### src/rtl/uart_bpm_cmd_parser_if.sv
// Byte-in / tempo-command-out bundle between the UART receiver, the BPM parser and the metronome core.
interface uart_bpm_cmd_parser_if;
    logic        i_rx_valid;
    logic [7:0]  i_rx_data;
    logic        o_busy;
    logic        o_bpm_ready;
    logic [8:0]  o_bpm;
    logic [31:0] o_bpm_count;
    logic        o_err;
    logic [1:0]  o_err_code;

    modport master (
        output i_rx_valid, i_rx_data,
        input  o_busy, o_bpm_ready, o_bpm, o_bpm_count, o_err, o_err_code
    );

    modport slave (
        input  i_rx_valid, i_rx_data,
        output o_busy, o_bpm_ready, o_bpm, o_bpm_count, o_err, o_err_code
    );
endinterface

### src/rtl/uart_bpm_cmd_parser.sv
// Parses "B<digits><CR|LF>" frames from the UART byte stream, range-checks the BPM and
// derives the beat period (CLK_HZ*60/bpm) with a 32-step restoring divider.
module uart_bpm_cmd_parser #(
    parameter int unsigned CLK_HZ     = 50_000_000,
    parameter int unsigned BPM_MIN    = 30,
    parameter int unsigned BPM_MAX    = 300,
    parameter int unsigned MAX_DIGITS = 3
) (
    input logic                  i_clk,
    input logic                  i_reset_n,
    uart_bpm_cmd_parser_if.slave bus
);
    localparam int unsigned ACC_W   = (MAX_DIGITS * 4 > 10) ? MAX_DIGITS * 4 : 10;
    localparam int unsigned CNT_W   = $clog2(MAX_DIGITS + 1);
    localparam logic [31:0] DIVIDEND    = 32'(64'(CLK_HZ) * 64'd60);
    localparam logic [31:0] DEFAULT_CNT = 32'(CLK_HZ / 2);

    generate
        if (64'(CLK_HZ) * 64'd60 >= 64'h1_0000_0000) begin : g_chk_clk
            $error("CLK_HZ*60 must be below 2^32");
        end
        if (BPM_MAX > 511) begin : g_chk_bpm
            $error("BPM_MAX must not exceed 511");
        end
    endgenerate

    typedef enum logic [1:0] {
        IDLE   = 2'd0,
        DIGITS = 2'd1,
        DIVIDE = 2'd2
    } state_t;

    state_t           state;
    logic [ACC_W-1:0] acc;
    logic [CNT_W-1:0] digit_cnt;
    logic [8:0]       divisor;
    logic [8:0]       rem;
    logic [31:0]      quo;
    logic [4:0]       iter;

    logic        is_b;
    logic        is_digit;
    logic        is_eol;
    logic [9:0]  rem_shift;
    logic        fits;
    logic [8:0]  rem_next;
    logic [31:0] quo_next;

    assign is_b     = (bus.i_rx_data == 8'h42) || (bus.i_rx_data == 8'h62);
    assign is_digit = (bus.i_rx_data >= 8'h30) && (bus.i_rx_data <= 8'h39);
    assign is_eol   = (bus.i_rx_data == 8'h0D) || (bus.i_rx_data == 8'h0A);

    // One restoring-division step: the dividend streams out of quo MSB first while quotient bits shift in.
    assign rem_shift = {rem, quo[31]};
    assign fits      = rem_shift >= {1'b0, divisor};
    assign rem_next  = fits ? 9'(rem_shift - {1'b0, divisor}) : rem_shift[8:0];
    assign quo_next  = {quo[30:0], fits};

    always_ff @(posedge i_clk) begin
        if (!i_reset_n) begin
            state           <= IDLE;
            acc             <= '0;
            digit_cnt       <= '0;
            divisor         <= '0;
            rem             <= '0;
            quo             <= '0;
            iter            <= '0;
            bus.o_busy      <= 1'b0;
            bus.o_bpm_ready <= 1'b0;
            bus.o_bpm       <= 9'd120;
            bus.o_bpm_count <= DEFAULT_CNT;
            bus.o_err       <= 1'b0;
            bus.o_err_code  <= 2'd0;
        end else begin
            bus.o_bpm_ready <= 1'b0;
            bus.o_err       <= 1'b0;
            case (state)
                IDLE: begin
                    if (bus.i_rx_valid && is_b) begin
                        acc       <= '0;
                        digit_cnt <= '0;
                        state     <= DIGITS;
                    end
                end
                DIGITS: begin
                    if (bus.i_rx_valid) begin
                        if (is_digit) begin
                            if (digit_cnt < CNT_W'(MAX_DIGITS)) begin
                                acc       <= ACC_W'(acc * ACC_W'(10) + ACC_W'(bus.i_rx_data[3:0]));
                                digit_cnt <= CNT_W'(digit_cnt + CNT_W'(1));
                            end else begin
                                bus.o_err      <= 1'b1;
                                bus.o_err_code <= 2'd1;
                                state          <= IDLE;
                            end
                        end else if (is_eol) begin
                            if (digit_cnt == '0) begin
                                bus.o_err      <= 1'b1;
                                bus.o_err_code <= 2'd2;
                                state          <= IDLE;
                            end else if (acc < ACC_W'(BPM_MIN) || acc > ACC_W'(BPM_MAX)) begin
                                bus.o_err      <= 1'b1;
                                bus.o_err_code <= 2'd3;
                                state          <= IDLE;
                            end else begin
                                divisor    <= acc[8:0];
                                quo        <= DIVIDEND;
                                rem        <= '0;
                                iter       <= '0;
                                bus.o_busy <= 1'b1;
                                state      <= DIVIDE;
                            end
                        end else if (is_b) begin
                            acc       <= '0;
                            digit_cnt <= '0;
                        end else begin
                            bus.o_err      <= 1'b1;
                            bus.o_err_code <= 2'd0;
                            state          <= IDLE;
                        end
                    end
                end
                DIVIDE: begin
                    // Incoming bytes are deliberately ignored here.
                    rem  <= rem_next;
                    quo  <= quo_next;
                    iter <= 5'(iter + 5'd1);
                    if (iter == 5'd31) begin
                        bus.o_bpm       <= divisor;
                        bus.o_bpm_count <= quo_next;
                        bus.o_bpm_ready <= 1'b1;
                        bus.o_busy      <= 1'b0;
                        state           <= IDLE;
                    end
                end
                default: state <= IDLE;
            endcase
        end
    end
endmodule

### src/flat_wrapper.sv
// flat-port wrapper written by rule: the top's interface ports become plain ports
module uart_bpm_cmd_parser_flat 
#(
    parameter int unsigned CLK_HZ     = 50_000_000,
    parameter int unsigned BPM_MIN    = 30,
    parameter int unsigned BPM_MAX    = 300,
    parameter int unsigned MAX_DIGITS = 3
)
  (i_clk, i_reset_n, bus_i_rx_valid, bus_i_rx_data, bus_o_busy, bus_o_bpm_ready, bus_o_bpm, bus_o_bpm_count, bus_o_err, bus_o_err_code);
  uart_bpm_cmd_parser_if bus_i ();
  input logic i_clk;
  input logic i_reset_n;
  input wire logic [$bits(bus_i.i_rx_valid)-1:0] bus_i_rx_valid;
  input wire logic [$bits(bus_i.i_rx_data)-1:0] bus_i_rx_data;
  output wire logic [$bits(bus_i.o_busy)-1:0] bus_o_busy;
  output wire logic [$bits(bus_i.o_bpm_ready)-1:0] bus_o_bpm_ready;
  output wire logic [$bits(bus_i.o_bpm)-1:0] bus_o_bpm;
  output wire logic [$bits(bus_i.o_bpm_count)-1:0] bus_o_bpm_count;
  output wire logic [$bits(bus_i.o_err)-1:0] bus_o_err;
  output wire logic [$bits(bus_i.o_err_code)-1:0] bus_o_err_code;
  assign bus_i.i_rx_valid = bus_i_rx_valid;
  assign bus_i.i_rx_data = bus_i_rx_data;
  assign bus_o_busy = bus_i.o_busy;
  assign bus_o_bpm_ready = bus_i.o_bpm_ready;
  assign bus_o_bpm = bus_i.o_bpm;
  assign bus_o_bpm_count = bus_i.o_bpm_count;
  assign bus_o_err = bus_i.o_err;
  assign bus_o_err_code = bus_i.o_err_code;
  uart_bpm_cmd_parser #(.CLK_HZ(CLK_HZ), .BPM_MIN(BPM_MIN), .BPM_MAX(BPM_MAX), .MAX_DIGITS(MAX_DIGITS)) u_core (.i_clk(i_clk), .i_reset_n(i_reset_n), .bus(bus_i));
endmodule
### config.mk
export PLATFORM = sky130hd
export DESIGN_NAME = uart_bpm_cmd_parser_flat
export DESIGN_NICKNAME = d
export VERILOG_FILES = /design/src/rtl/uart_bpm_cmd_parser_if.sv /design/src/rtl/uart_bpm_cmd_parser.sv /design/src/flat_wrapper.sv
export SDC_FILE = /design/constraint.sdc
export NUM_CORES = 1
export LEC_CHECK = 0
export BUFFER_PORTS_ARGS = -buffer_cell sky130_fd_sc_hd__buf_4
export CORE_ASPECT_RATIO = 0.9
export CORE_MARGIN = 2
export CORE_UTILIZATION = 59
export DETAILED_ROUTE_END_ITERATION = 12
export PLACE_DENSITY = 0.9
export SLEW_MARGIN = 5
export SYNTH_ARGS = -nofsm -noshare
export SYNTH_HDL_FRONTEND = slang
export SYNTH_SLANG_ARGS = --single-unit
### constraint.sdc
create_clock -name i_clk -period 3.39 [get_ports i_clk]
set_input_delay 0.678 -clock i_clk [delete_from_list [all_inputs] [get_ports i_clk]]
set_output_delay 0.678 -clock i_clk [all_outputs]
set_load 0.01 [all_outputs]
==> reports/metrics.cfg <==
[worst_setup_path]
critPathArrivalTime_ns=3.56
worstSetupStartpointType=flip-flop
endpoint_kind=flip-flop
required_ns=3.85
crit_type=reg -> reg
cp_max_fo=7

[floorplan]
die-width_um=105
ioPinCount=57
core_region_area_um2=9040
start_util_pct=60.4
num_rows=33
fp.dieH_um=95.3
dieArea_um2=10000

[synthesis]
synth_area_um2=5460
netlist_instances=590
synth-main-ff-cell=dfxtp_1
synth_most_common_cell=dfxtp_1
async_flop_share_pct=0
yosysUniqueCellTypes=57
synth_seq_area_share_pct=42.9
synth.area.top_cells=dfxtp_1 (43%), ha_1 (7.1%), nand2_1 (6.7%)
ys_seq_elements=117
yosysWarnings=0
synth_edf_count=0
syn_area_per_cell_um2=9.25
synth_top_area_share_pct=42.9
synth_top_area_cell=dfxtp_1
syn-num-nets=635
synthTopCellsByCount=dfxtp_1 (117), nand2_1 (98), nor2b_1 (45), a22oi_1 (31), ha_1 (31)

[clock_tree]
holdBufCountCts=0
cts.sinks=117
htreeDepth=4
cts_tree=built
cts_resized=0
clkSlewWorstSetupHoldPaths_ns=0.07
post-cts-setup-buffer-count=0
clockBufferDepth=2
cts-root-buf=clkbuf_8
cts_made_buffers=17
clkLatencyLatePin_ns=0.53

[timing]
skew_ns=0.0143
min_period_over_period_pct=91.5
setup_viol=0
hold_violations=0
min_period_ns=3.10
fmax_mhz=322
tightest_slew_ns=0.790
finalSetupTns_ns=0
slew_violations=0
rsz0062_at_grt=no
slew_headroom_pct=47.2

[power]
total_leakage_power_nw=2.76
ir_drop_uv=444
power_mw=3.34
pwr_density_cell_nw_per_um2=504

[global_route]
grt_pass1_vias=4481
antenna_found_initial=0
grt_max_degree=79
gr-usage-all-layers_pct=27.4
grt.overflow.total=0
grt_pass1_wl_um=21800

[hold_path]
hold_path_class=reg -> reg

[detailed_routing]
drc=0
wirelength_um=13100
drtAntennaViolNets=0
wl_per_cell_um=16.8
vias=4613
drt_iter0_drc=316
via_per_inst=5.94
dr.pass1.iters=5

[place]
gp_congestion=0.841
dp_hpwl_um=8640
portBuffers=56
dp.cells=744

[finish]
layout-drive-gt1-share_pct=17.7
nets=686
syn_to_final_growth_pct=21.2
antenna_cells=0
nFillCells=591
stdcell_count=776
utilization_pct=73.2

[job]
timing.max_cap.violations=0

[run_status]
status=completed

-- critical path, cell delays in order (launching register included) --
cell      delay [ns]
dfxtp_1         0.50
ha_1            0.30
ha_1            0.23
fa_1            0.42
a211oi_1        0.30
nor2_1          0.14
xor2_1          0.29
and3_1          0.26
nand3_1         0.11
xnor3_1         0.34
o21ai_0         0.13
-- metal layers --
layer,GRT usage [%],part of all wire [%]
met1,33.2,43
met2,46.9,49
met4,12.6,2.7
met3,6.36,5.8
met5,0,0
-- cell type report --
type	instances	area, µm²	share of cell area [%]
clock buffer	17	414	6.26
timing repair buffer	62	478	7.22
tap	122	153	2.31
clock inverter	15	216	3.27
multi-input combinational	428	2960	44.7
inverter	15	56.3	0.851
sequential	117	2340	35.4
-- cells in the final DEF, fill, tap and decap left out, drive strengths merged, types with 4 or more instances in the layout --
| master | count |
|---|---|
| nand2 | 100 |
| nand4 | 4 |
| xor2 | 11 |
| xnor2 | 12 |
| o221a | 12 |
| a21boi | 26 |
| a22oi | 31 |
| or3 | 4 |
| o21bai | 4 |
| nor3 | 7 |
| and3 | 5 |
| inv | 22 |
| buf | 62 |
| a21oi | 12 |
| clkbuf | 17 |
| mux2i | 18 |
| ha | 31 |
| and2 | 6 |
| o211ai | 5 |
| nand3 | 19 |
| bufinv | 4 |
| nor2 | 24 |
| o21ai | 11 |
| dfxtp | 117 |
| o2bb2ai | 5 |
| nor2b | 45 |
-- through the flow --
step | instance area [µm²] | setup WS, ns | hold WS, ns
after floorplan | 5460 | 0.755 | 0.445
after global placement | 5980 | 0.536 | 0.455
after detailed placement | 5980 | 0.401 | 0.457
after CTS | 6610 | 0.382 | 0.461
after global routing | 6620 | 0.213 | 0.479
final | 6620 | 0.289 | 0.465
-- sequential cells by signal (all words and copies together) (netlist names) --
register                flops
u_core.divisor              9
u_core.state                2
u_core.bus.o_bpm_count     32
u_core.rem                  9
u_core.acc                 12
u_core.bus.o_bpm_ready      1
u_core.digit_cnt            2
u_core.bus.o_err_code       2
u_core.bus.o_bpm            9
u_core.iter                 5
u_core.bus.o_busy           1
u_core.quo                 32
u_core.bus.o_err            1
-- power by group --
part	switching (mW)	internal, mW
combinational	0.0301	0.0239
clock	0.695	1.21
sequential	0.0000472	1.38
-- logic make-up (layout without fill, tap and decap cells) --
family	after synthesis	in the layout	share of synthesized area, %
multiplexers	18	18	3.30
AO/OA/AOI/OAI	125	125	18.0
flip-flops	117	117	42.9
adder cells (fa/ha/maj)	34	34	8.20
AND/OR/NAND/NOR	227	227	20.3
XOR/XNOR	24	24	4.10
buffers and inverters	45	109	3.21
-- final timing paths --
path	from	to	slack, ns	cells after the start
setup / recovery	u_core.acc[1]$_SDFFE_PN0P_	u_core.acc[11]$_SDFFE_PN0P_	0.29	10
hold / removal	u_core.bus.o_bpm[8]$_SDFFE_PN0P_	u_core.bus.o_bpm[8]$_SDFFE_PN0P_	0.46	2
setup reg to reg	u_core.acc[1]$_SDFFE_PN0P_	u_core.acc[11]$_SDFFE_PN0P_	0.29	10
hold reg to reg	u_core.bus.o_bpm[8]$_SDFFE_PN0P_	u_core.bus.o_bpm[8]$_SDFFE_PN0P_	0.46	2
No activity file was read; power rests on OpenSTA's default activity.
